File: src/rtl/lfsr_pkg.sv
// rtl/lfsr_pkg.sv - shared types and default Galois tap masks for the LFSR random source
package lfsr_pkg;

    typedef enum logic [0:0] {WARM, RUN} lfsr_state_e;

    localparam logic [3:0]  TAPS_W4  = 4'hC;
    localparam logic [7:0]  TAPS_W8  = 8'hB8;
    localparam logic [15:0] TAPS_W16 = 16'hB400;
    localparam logic [31:0] TAPS_W32 = 32'h8020_0003;

endpackage

File: src/rtl/lfsr_core.sv
// rtl/lfsr_core.sv - Galois LFSR state register with load and single-step advance
module lfsr_core
    import lfsr_pkg::*;
#(
    parameter int               WIDTH = 16,
    parameter int               OUT_W = 4,
    parameter logic [WIDTH-1:0] TAPS  = TAPS_W16,
    parameter logic [WIDTH-1:0] SEED  = 16'hACE1
) (
    input  logic             clk_i,
    input  logic             rst_i,
    input  logic             load_i,
    input  logic             advance_i,
    input  logic [WIDTH-1:0] load_val_i,
    output logic [WIDTH-1:0] state_o,
    output logic [OUT_W-1:0] cand_o
);

    logic [WIDTH-1:0] state_q;
    logic [WIDTH-1:0] state_d;

    // Shift right; the bit falling off the bottom decides whether the taps fold back in.
    assign state_d = {1'b0, state_q[WIDTH-1:1]} ^ (state_q[0] ? TAPS : '0);

    always_ff @(posedge clk_i) begin
        if (rst_i) begin
            state_q <= SEED;
        end else if (load_i) begin
            state_q <= load_val_i;
        end else if (advance_i) begin
            state_q <= state_d;
        end
    end

    assign state_o = state_q;
    assign cand_o  = state_d[OUT_W-1:0];

endmodule

File: src/rtl/lfsr_rng.sv
// rtl/lfsr_rng.sv - seeded LFSR random source with warm-up, rejection sampling and valid/ready output
module lfsr_rng
    import lfsr_pkg::*;
#(
    parameter int               WIDTH  = 16,
    parameter logic [WIDTH-1:0] TAPS   = TAPS_W16,
    parameter logic [WIDTH-1:0] SEED   = 16'hACE1,
    parameter int               OUT_W  = 4,
    parameter int               WARMUP = 8
) (
    input  logic             i_clk,
    input  logic             i_rst,
    input  logic             i_seed_we,
    input  logic [WIDTH-1:0] i_seed,
    input  logic [OUT_W-1:0] i_range,
    input  logic             i_ready,
    output logic             o_valid,
    output logic [OUT_W-1:0] o_random_out,
    output logic             o_busy
);

    localparam int          CNT_W       = (WARMUP < 2) ? 1 : $clog2(WARMUP + 1);
    localparam lfsr_state_e START_STATE = (WARMUP == 0) ? RUN : WARM;
    localparam logic [CNT_W-1:0] LAST_WARM = CNT_W'(WARMUP - 1);

    lfsr_state_e      state_q, state_d;
    logic [CNT_W-1:0] cnt_q, cnt_d;
    logic             valid_q, valid_d;
    logic [OUT_W-1:0] out_q, out_d;

    logic             lfsr_load;
    logic             lfsr_advance;
    logic [WIDTH-1:0] lfsr_load_val;
    logic [WIDTH-1:0] lfsr_state;
    logic [OUT_W-1:0] cand;

    lfsr_core #(
        .WIDTH (WIDTH),
        .OUT_W (OUT_W),
        .TAPS  (TAPS),
        .SEED  (SEED)
    ) u_core (
        .clk_i      (i_clk),
        .rst_i      (i_rst),
        .load_i     (lfsr_load),
        .advance_i  (lfsr_advance),
        .load_val_i (lfsr_load_val),
        .state_o    (lfsr_state),
        .cand_o     (cand)
    );

    always_comb begin
        state_d       = state_q;
        cnt_d         = cnt_q;
        valid_d       = valid_q;
        out_d         = out_q;
        lfsr_load     = 1'b0;
        lfsr_advance  = 1'b0;
        lfsr_load_val = i_seed;
        if (i_seed_we) begin
            // A zero seed would lock the LFSR, so fall back to the reset seed.
            lfsr_load     = 1'b1;
            lfsr_load_val = (i_seed == '0) ? SEED : i_seed;
            valid_d       = 1'b0;
            cnt_d         = '0;
            state_d       = START_STATE;
        end else begin
            case (state_q)
                WARM: begin
                    lfsr_advance = 1'b1;
                    if (cnt_q == LAST_WARM) begin
                        cnt_d   = '0;
                        state_d = RUN;
                    end else begin
                        cnt_d = cnt_q + CNT_W'(1);
                    end
                end
                RUN: begin
                    if (!valid_q || i_ready) begin
                        lfsr_advance = 1'b1;
                        if (i_range == '0 || cand < i_range) begin
                            valid_d = 1'b1;
                            out_d   = cand;
                        end else begin
                            valid_d = 1'b0;
                        end
                    end
                end
            endcase
        end
    end

    always_ff @(posedge i_clk) begin
        if (i_rst) begin
            state_q <= START_STATE;
            cnt_q   <= '0;
            valid_q <= 1'b0;
            out_q   <= '0;
        end else begin
            state_q <= state_d;
            cnt_q   <= cnt_d;
            valid_q <= valid_d;
            out_q   <= out_d;
        end
    end

    // The all-zero state is a fixed point; seeding rules must keep us out of it.
    always_ff @(posedge i_clk) begin
        if (!i_rst) begin
            assert (lfsr_state != '0);
        end
    end

    assign o_valid      = valid_q;
    assign o_random_out = out_q;
    assign o_busy       = (state_q == WARM);

endmodule

File: config.mk
export PLATFORM = sky130hd
export DESIGN_NAME = lfsr_rng
export DESIGN_NICKNAME = d
export VERILOG_FILES = /design/src/rtl/lfsr_pkg.sv /design/src/rtl/lfsr_core.sv /design/src/rtl/lfsr_rng.sv
export SDC_FILE = /design/constraint.sdc
export NUM_CORES = 1
export LEC_CHECK = 0
export ABC_CLOCK_PERIOD_IN_PS = 2000
export CAP_MARGIN = 20
export CORE_AREA = 2 2 56 58
export CTS_CLUSTER_DIAMETER = 40
export DETAILED_ROUTE_END_ITERATION = 10
export DIE_AREA = 0 0 58 60
export HOLD_SLACK_MARGIN = 0.06
export PLACE_DENSITY = 0.81
export SYNTH_ARGS = -nofsm -noshare
export SYNTH_HDL_FRONTEND = slang
export SYNTH_SLANG_ARGS = --single-unit
File: constraint.sdc
create_clock -name i_clk -period 2 [get_ports i_clk]
set_input_delay 0.3 -clock i_clk [delete_from_list [all_inputs] [get_ports i_clk]]
set_output_delay 0.3 -clock i_clk [all_outputs]
set_load 0.05 [all_outputs]
# Yosys cells after proc, flatten, opt, wreduce, memory -nomap -nowiden
# Cells that the tools add are included.
# totals
ff_bits	26
inputBits	24
out_inout_bits	6
word_cells	33
# op_classes
addsub	1
magnitude_cmp	1
eq_ne	1
muxes	13
bitwise	3
n_reduce_logical	9
# ops
operator	n
$mux W16	5
$logic_not A16 Y1	1
$xor A15 B16 Y16	1
$mux W1	6
$add A4 B1 Y4 const B	1
$eq A4 B3 Y1 const B	1
$logic_not A4 Y1	1
$lt A4 B4 Y1	1
$mux W4	1
$reduce_and A4 Y1	1
$logic_or A1 B1 Y1	2
$not A1 Y1	2
$pmux W1 S2	1
$reduce_and A2 Y1	1
$reduce_bool A2 Y1	1
$reduce_or A2 Y1	1
$logic_not A1 Y1	1

# Logic depth before layout (Yosys ltp)
# Gate-level depths: netlist (run 1).
# logic_depth
depth_word	7
depth_mapped	6
depth_no_buf	6

# By module
# A second synthesis (run 1) with hierarchy kept.
# hier_totals
cells_unflattened	162
hier_area_um2	1502.7
# by_module_without_submodules
module	n_inst	cells_per_inst	area_each_um2	seq_area_each_um2
lfsr_core	1	81	825.8	320.3
lfsr_rng	1	81	676.9	200.2

# Worst setup path before layout (run 1)
# No wires, ideal clock.
# synth_path
path_type	reg-to-reg
start	register valid_q (netlist: o_valid)
end	register u_core.state_q[14] (netlist: u_core.state_o[14])
setup_time_ps	126
arrival_time_ps	1714
t_required_ps	1874
path_slack_ps	160
stages_incl_launch_ff	6
path_buffers	1
synth_period_minus_slack_ps	1840
path_cell_list	dfxtp_1 > nand3b_1 > buf_2 > mux2_1 > mux2i_1 > nor2_1
# synth_between
elab_chain_len	6
# synth_rtl
element	line_no	rtl
start, declared	lfsr_rng.sv:28	logic valid_q, valid_d;
start signal, assigned	lfsr_rng.sv:102	valid_q <= valid_d;
$logic_not A1 Y1	lfsr_rng.sv:79	if (!valid_q || i_ready) begin
$logic_or A1 B1 Y1	lfsr_rng.sv:79	
$mux W1	lfsr_rng.sv:79	
$pmux W1 S2	lfsr_rng.sv:68	case (state_q)
$mux W1	lfsr_rng.sv:60	if (i_seed_we) begin
$reduce_bool A2 Y1 (no line)	--	
end signal, assigned	lfsr_core.sv:29	state_q <= load_val_i;
end signal, assigned	lfsr_core.sv:31	state_q <= state_d;
end, declared	lfsr_core.sv:19	logic [WIDTH-1:0] state_q;
# No other way between the ends.
# A chain may end at the register's enable or synchronous reset.

# Worst setup path in the final report (run 1)
# layout_path
start	register valid_q (netlist: o_valid)
end	output port o_valid
# layout_lines
element	line_no	rtl
end, declared	lfsr_rng.sv:17	output logic o_valid,
# No word-level cell between the ends.

==> results of run 1 <==
[layout make-up]
cell class | instances | share of cell area [%]
Clock inverter | 1 | 1.68
Sequential cell | 26 | 29.1
Inverter | 5 | 1.05
Tap cell | 33 | 2.31
Multi-Input combinational cell | 100 | 43.8
Clock buffer | 3 | 1.26
Timing Repair Buffer | 38 | 20.8
[flip-flops by register name, summed over array words and instances, names as in the netlist]
name	flops
u_core.state_o	16
cnt_q	4
o_random_out	4
o_valid	1
state_q	1
[logic make-up after synthesis]
group	share of synthesized area, %
simple gates	19.1
mux	21.4
flops	38.5
compound gates	11.2
buf+inv	3.61
xor+xnor	2.59
fa+ha+maj	3.70
[power by group through the flow]
stage | combinational [uW] | clock (uW) | sequential [uW]
2_1_floorplan | 97.8 | 0 | 567
3_3_place_gp | 171 | 0 | 572
3_5_place_dp | 177 | 0 | 574
4_1_cts | 179 | 370 | 563
5_1_grt | 198 | 395 | 567
6_report | 178 | 371 | 563
[per-stage QoR]
stage	hold slack [ns]	area, sq um	setup TNS [ns]	setup WS, ns	cells
4_1_cts	0.490	1790	0	0.0331	206
3_3_place_gp	0.450	1730	-0.0655	-0.0135	202
2_1_floorplan	0.436	1350	0	0.160	138
3_5_place_dp	0.469	1730	-0.432	-0.0711	202
5_1_grt	0.510	1790	0	0.119	206
6_report	0.487	1790	0	0.170	206
[tightest hold or removal path: stages (launching register included)]
cell	delay (ns)
dfxtp_1	0.34
nand2b_1	0.06
mux2i_1	0.06
[metal layers]
| metal | track usage (%) | vias up |
|---|---|---|
| li1 | - | 561 |
| met5 | 0 | - |
| met1 | 25.0 | 538 |
| met2 | 35.2 | 28 |
| met4 | 6.98 | 0 |
| met3 | 3.25 | 4 |
[timing repair]
item,CTS,global route
buffers inserted,0,0
hold endpoints to repair,0,0
setup endpoints to repair,0,1
resized for setup,0,1
[layout by cell type (no fill, tap or decap), drive strengths merged, types with 5 or more instances in the layout]
cell type and n:
nand2b 16, nor2 13, dfxtp 26, mux2i 12
inv 5, buf 9, mux2 15, clkdlybuf4s50 28
a21oi 6, o22ai 8
[worst max path at each step]
stage	slack [ns]	startpoint	to
finish	0.17	o_valid	o_valid
global route	0.12	o_valid	o_valid
CTS	0.03	state_q	o_busy
detailed placement	-0.07	i_seed[12]	u_core.state_o[0]
global placement	-0.01	i_seed[12]	u_core.state_o[7]
floorplan	0.16	o_valid	u_core.state_o[14]
==> results.md, run 1 <==
* Worst skew pair latency at 0.33 ns
* Most frequent cell after synthesis: dfxtp_1
* Flop2flop setup slack at 0.44 ns
* Hold endpoint: o_random_out[3]
* Residual DRC at 0
* RSZ-0062 raised after global routing: false
* Worst slew pin tran at 0.500 ns
* Initial antenna violation count at 0
* Area delta synth->final at 32.3%
* Post-CTS Hold Buffers at 0
* Slew Limit Fails at 0
* Multi-input gate area at 783 sq um
* First-pass GRT wire length at 5310 um
* Hold path start: o_random_out[3]
* Pwr/cell area at 622 nW/um^2
* Levels on crit path at 1
* Synth cell types at 33
* Crit start category: flop
* Final Hold Vio Count at 0
* Largest net degree at the start of global routing at 18
* Max cap viols at 0
* Initial DRC Count at 29
* DR WL/cell at 14.4 um
* Max Root-Sink Buffers at 2
* Crit end category: output port
* Clock power frac at 33.4%
* Ys Warns at 0
* Routed wl met2 at 1500 um
* CP max stage cell: clkdlybuf4s50_1
* Status: complete, no violations
* Post-route core utilization at 61.6%
* Yosys top cell area share at 38.5%
* Reg2reg end: o_random_out[1]
* Hold Path Stages at 2
* Max-Slew Margin vs Limit at 66.6%
* Seq/Total Area, Yosys at 38.5%
* Seq pwr share at 50.6%
* Switching part of the total at 23.0%
* Fillers at 268
* Buffers added on ports at 29
* Asr flop ratio synth at 0%
* Crit Path Category: flop to output port
* Final Cycle Share at 91.5%
* CP bufs+invs at 1
* Die X at 58 um
* Peak VDD IR at 0.000589 V
* Fin nets at 202
* Die extent in y at 60 um
* Post-route ant nets at 0
* CP peak stage delay at 0.81 ns
* Full die area at 3480 sq um
* Top Layer Used: met4
* Switching power at 256 uW
* Crit path arrival time at 1.53 ns
* Max Clock Skew at 0.0111 ns
* Starting Density at 46.6%
* WL met1 at 1290 um
* Number of global-route vias before repair at 1,221
* FF-to-FF Start: u_core.state_o[2]
* Area leader, netlist: dfxtp_1
* Post-synth EDFFs at 0
* Total Power at 1110 uW
* Num ports at 30
* GRT overflow at 0
* Main synth FF type: dfxtp_1
* Mapped Cells at 138
* Clk root buf: clkbuf_4
* Share of layout cells above drive strength 1 at 18.5%
* Htree depth at 1
* Clock-pin slew on the worst setup and hold paths at 0.14 ns
* FMAX at 0.546 GHz
* Vias/cell at 5.49
* Dominant cells by area after synthesis: dfxtp_1 (38%), mux2_2 (11%), mux2i_1 (8.9%), nand2b_1 (7.4%), ha_1 (3.7%)
* Syn nets at 166
* Mean Syn Cell Area at 9.80 sq um
* Drt first pass iters at 4
* Static leakage at 0.000723 uW
* HPWL after detailed placement at 2260 um
* Antenna diode count at 0
* Num CTS Buffers at 3
* Data required time of the critical path at 1.70 ns
* CP Cell Sequence: clkdlybuf4s50_1
* TritonCTS clock tree: done
* FP Rows at 20
* Routed WL at 2960 um
* Pint at 856 uW
* Sink Count at 26
* Register area at 520 sq um
* Logic gate share of total power at 16.0%
* CORE AREA at 2900 sq um
* Critical path peak fanout at 4
* List of most frequent post-synthesis cells: dfxtp_1 (26), nand2b_1 (16), mux2_2 (13), nor2_1 (13), mux2i_1 (12)
* Synthesized area at 1350 sq um
* Class of the worst hold path: flop to flop
* Met3 WL at 121 um
* Total GRT Usage at 20.1%
* Crit-path leading delay family: buffers and inverters
* Synthesis-stage register bit count at 26
* Final setup violation count at 0
* R2R cell count at 5
* Tmin final at 1.83 ns
* Via Count at 1,131
* Placer Congestion at 0.821
Note: power is estimated with default switching activity, not from simulation.
==> run 2: changes to the inputs <==
--- a/config.mk
+++ b/config.mk
@@ -6,7 +6,6 @@
 export NUM_CORES = 1
 export LEC_CHECK = 0
 export ABC_CLOCK_PERIOD_IN_PS = 2000
-export CAP_MARGIN = 20
 export CORE_AREA = 2 2 56 58
 export CTS_CLUSTER_DIAMETER = 40
 export DETAILED_ROUTE_END_ITERATION = 10
==> results of run 2 <==
No change in the layout: final DEF, timing and power equal those of run 1.
==> run 3: changes to the inputs <==
--- a/config.mk
+++ b/config.mk
@@ -6,12 +6,14 @@
 export NUM_CORES = 1
 export LEC_CHECK = 0
 export ABC_CLOCK_PERIOD_IN_PS = 2000
-export CORE_AREA = 2 2 56 58
+export CORE_AREA = 2 2 55 57
+export CTS_BUF_LIST = sky130_fd_sc_hd__clkbuf_2
 export CTS_CLUSTER_DIAMETER = 40
 export DETAILED_ROUTE_END_ITERATION = 10
-export DIE_AREA = 0 0 58 60
+export DIE_AREA = 0 0 57 59
 export HOLD_SLACK_MARGIN = 0.06
-export PLACE_DENSITY = 0.81
+export PLACE_DENSITY = 0.83
+export SLEW_MARGIN = 5
 export SYNTH_ARGS = -nofsm -noshare
 export SYNTH_HDL_FRONTEND = slang
 export SYNTH_SLANG_ARGS = --single-unit
==> run 3 against run 2 <==
  * Sequential share of layout area increased by 0.92 points
  * Utilization increased by 2.4 points
  * Register-to-register slack got worse by 0.02 ns
  * Critical path type unchanged
  * Clock skew down 0.010 ns
  * First-iteration DRC count shrank 45%
  * Combinational power about the same
  * Die area shrank 3.4%
  * Hold slack improved by 0.010 ns
  * Sequential power about the same
==> results.md, run 3 (synthesis gave the netlist of run 1 again) <==
* Routed WL at 2770 um (-6.7%)
* Htree depth at 1 (unchanged)
* Die X at 57 um (-1.7%)
* Crit Path Category: flop to output port
* Num ports at 30 (unchanged)
* Initial antenna violation count at 0 (unchanged)
* RSZ-0062 raised after global routing: false
* Max Root-Sink Buffers at 2 (unchanged)
* Antenna diode count at 0 (unchanged)
* Peak VDD IR at 0.000368 V (-37%)
* Post-CTS Hold Buffers at 0 (unchanged)
* Global routing's busiest layer: met2
* Final setup violation count at 0 (unchanged)
* Starting Density at 49.9% (+3.3 points)
* Data required time of the critical path at 1.70 ns (about the same)
* CP max stage cell: clkdlybuf4s50_1
* Full die area at 3360 sq um (-3.4%)
* GR Util met1 at 21.1% (-3.9 points)
* Max reg flops at 16 (unchanged)
* Clk root buf: clkbuf_2
* Die extent in y at 59 um (-1.7%)
* Crit start category: flop
* Post-route ant nets at 0 (unchanged)
* Final Hold Vio Count at 0 (unchanged)
* Number of global-route vias before repair at 1,156 (-5.3%)
* Max-Slew Margin vs Limit at 66.5% (about the same)
* GRT overflow at 0 (unchanged)
* Static leakage at 0.000698 uW (-3.5%)
* First-pass GRT wire length at 4830 um (-9.1%)
* CP bufs+invs at 1 (unchanged)
* FMAX at 0.538 GHz (-1.6%)
* Tmin final at 1.86 ns (+0.0290 ns)
* Num CTS Buffers at 3 (unchanged)
* Residual DRC at 0 (unchanged)
* Drt first pass iters at 4 (unchanged)
* Initial DRC Count at 16 (-45%)
* Total GRT Usage at 18.5% (-1.6 points)
* Buffers added on ports at 29 (unchanged)
* Critical path peak fanout at 4 (unchanged)
* Status: complete, no violations
* Met3 usage at 2.18% (-1.1 points)
* Setup WS pre-CTS at -0.0578 ns (+0.0132 ns)
* Final Cycle Share at 93.0% (+1.5 points)
* Crit-path leading delay family: buffers and inverters
* Sink Count at 26 (unchanged)
* Total Power at 923 uW (-17%)
* Final setup margin at 0.141 ns (-0.0290 ns)
* HPWL after detailed placement at 2230 um (-1.6%)
* Largest net degree at the start of global routing at 18 (unchanged)
* Crit path arrival time at 1.56 ns (+0.03 ns)
* Fin nets at 200 (-0.99%)
* Commonest non-fill, non-tap cell in the layout: clkdlybuf4s50_1
* Placer Congestion at 0.783 (-4.6%)
* Post-route core utilization at 64.0% (+2.4 points)
* Class of the worst hold path: flop to flop
* Pwr/cell area at 532 nW/um^2 (-14%)
* Max Clock Skew at 0.00105 ns (-0.0101 ns)
* Clock-pin slew on the worst setup and hold paths at 0.22 ns (+0.08 ns)
* CORE AREA at 2710 sq um (-6.6%)
* Crit end category: output port
* Worst skew pair latency at 0.33 ns (about the same)
* FP Rows at 19 (-5.0%)
* DR WL/cell at 13.8 um (-4.3%)
* CP Cell Sequence: clkdlybuf4s50_1
* M2 GR Usage at 35.0% (-0.25 points)
* Fin Setup TNS at 0 ns (unchanged)
* Slew Limit Fails at 0 (unchanged)
* Area delta synth->final at 28.2%
* Via Count at 1,112 (-1.7%)
* Share of layout cells above drive strength 1 at 17.1% (-1.4 points)
* CP peak stage delay at 0.81 ns (about the same)
* Worst slew pin tran at 0.501 ns (+0.000898 ns)
* Vias/cell at 5.53 (+0.77%)
* TritonCTS clock tree: done
* Most frequent cells in the layout: clkdlybuf4s50_1 (28), dfxtp_1 (26), nand2b_1 (16)
* Max cap viols at 0 (unchanged)
==> run 3: cell types whose count changed in the layout (fill, tap and decap cells not counted) <==
cell and change:
clkbuf_2 +3, clkbuf_4 -3, bufinv_16 -1, buf_4 -2
==> run 3: stage by stage <==
stage / hold WS, ns / instances / area [sq um]
floorplan: 0.436 / 138 / 1350
global placement: 0.454 / 198 / 1720
detailed placement: 0.467 / 198 / 1720
CTS: 0.493 / 201 / 1730
global route: 0.524 / 201 / 1730
finish: 0.498 / 201 / 1730
==> run 3: final timing paths <==
path / start / end / slack [ns] / cells after the start
setup / recovery: o_valid / o_valid / 0.14 / 1
hold / removal: cnt_q[3] / cnt_q[3] / 0.50 / 2
setup reg to reg: u_core.state_o[2] / o_random_out[0] / 0.42 / 5
hold reg to reg: cnt_q[3] / cnt_q[3] / 0.50 / 2
==> run 3: layout make-up <==
cell class	count	area, sq um
well taps	31	38.8
inverters	5	18.8
multi-input cells	100	783
flip-flops and latches	26	520
repair buffers	36	358
fillers	230	976
clock buffers	3	15.0
==> run 3: per-layer routing <==
metal | vias up | share of wire (%)
met5 | - | 0
met4 | 0 | 1.6
met3 | 6 | 3.9
met2 | 32 | 51
met1 | 518 | 44
li1 | 556 | -
==> run 3: what timing repair did <==
item | in CTS | in global routing
endpoints found under the hold margin | 0 | 0
buffers inserted | 0 | 0
gates resized for setup | 0 | 1
setup endpoints to repair | 0 | 1
==> run 3: power breakdown <==
| group | internal, uW | switching [uW] | total, uW |
|---|---|---|---|
| registers | 544 | 18.2 | 563 |
| clock network | 40.8 | 144 | 184 |
| logic | 108 | 67.6 | 176 |
| total | 693 | 229 | 923 |
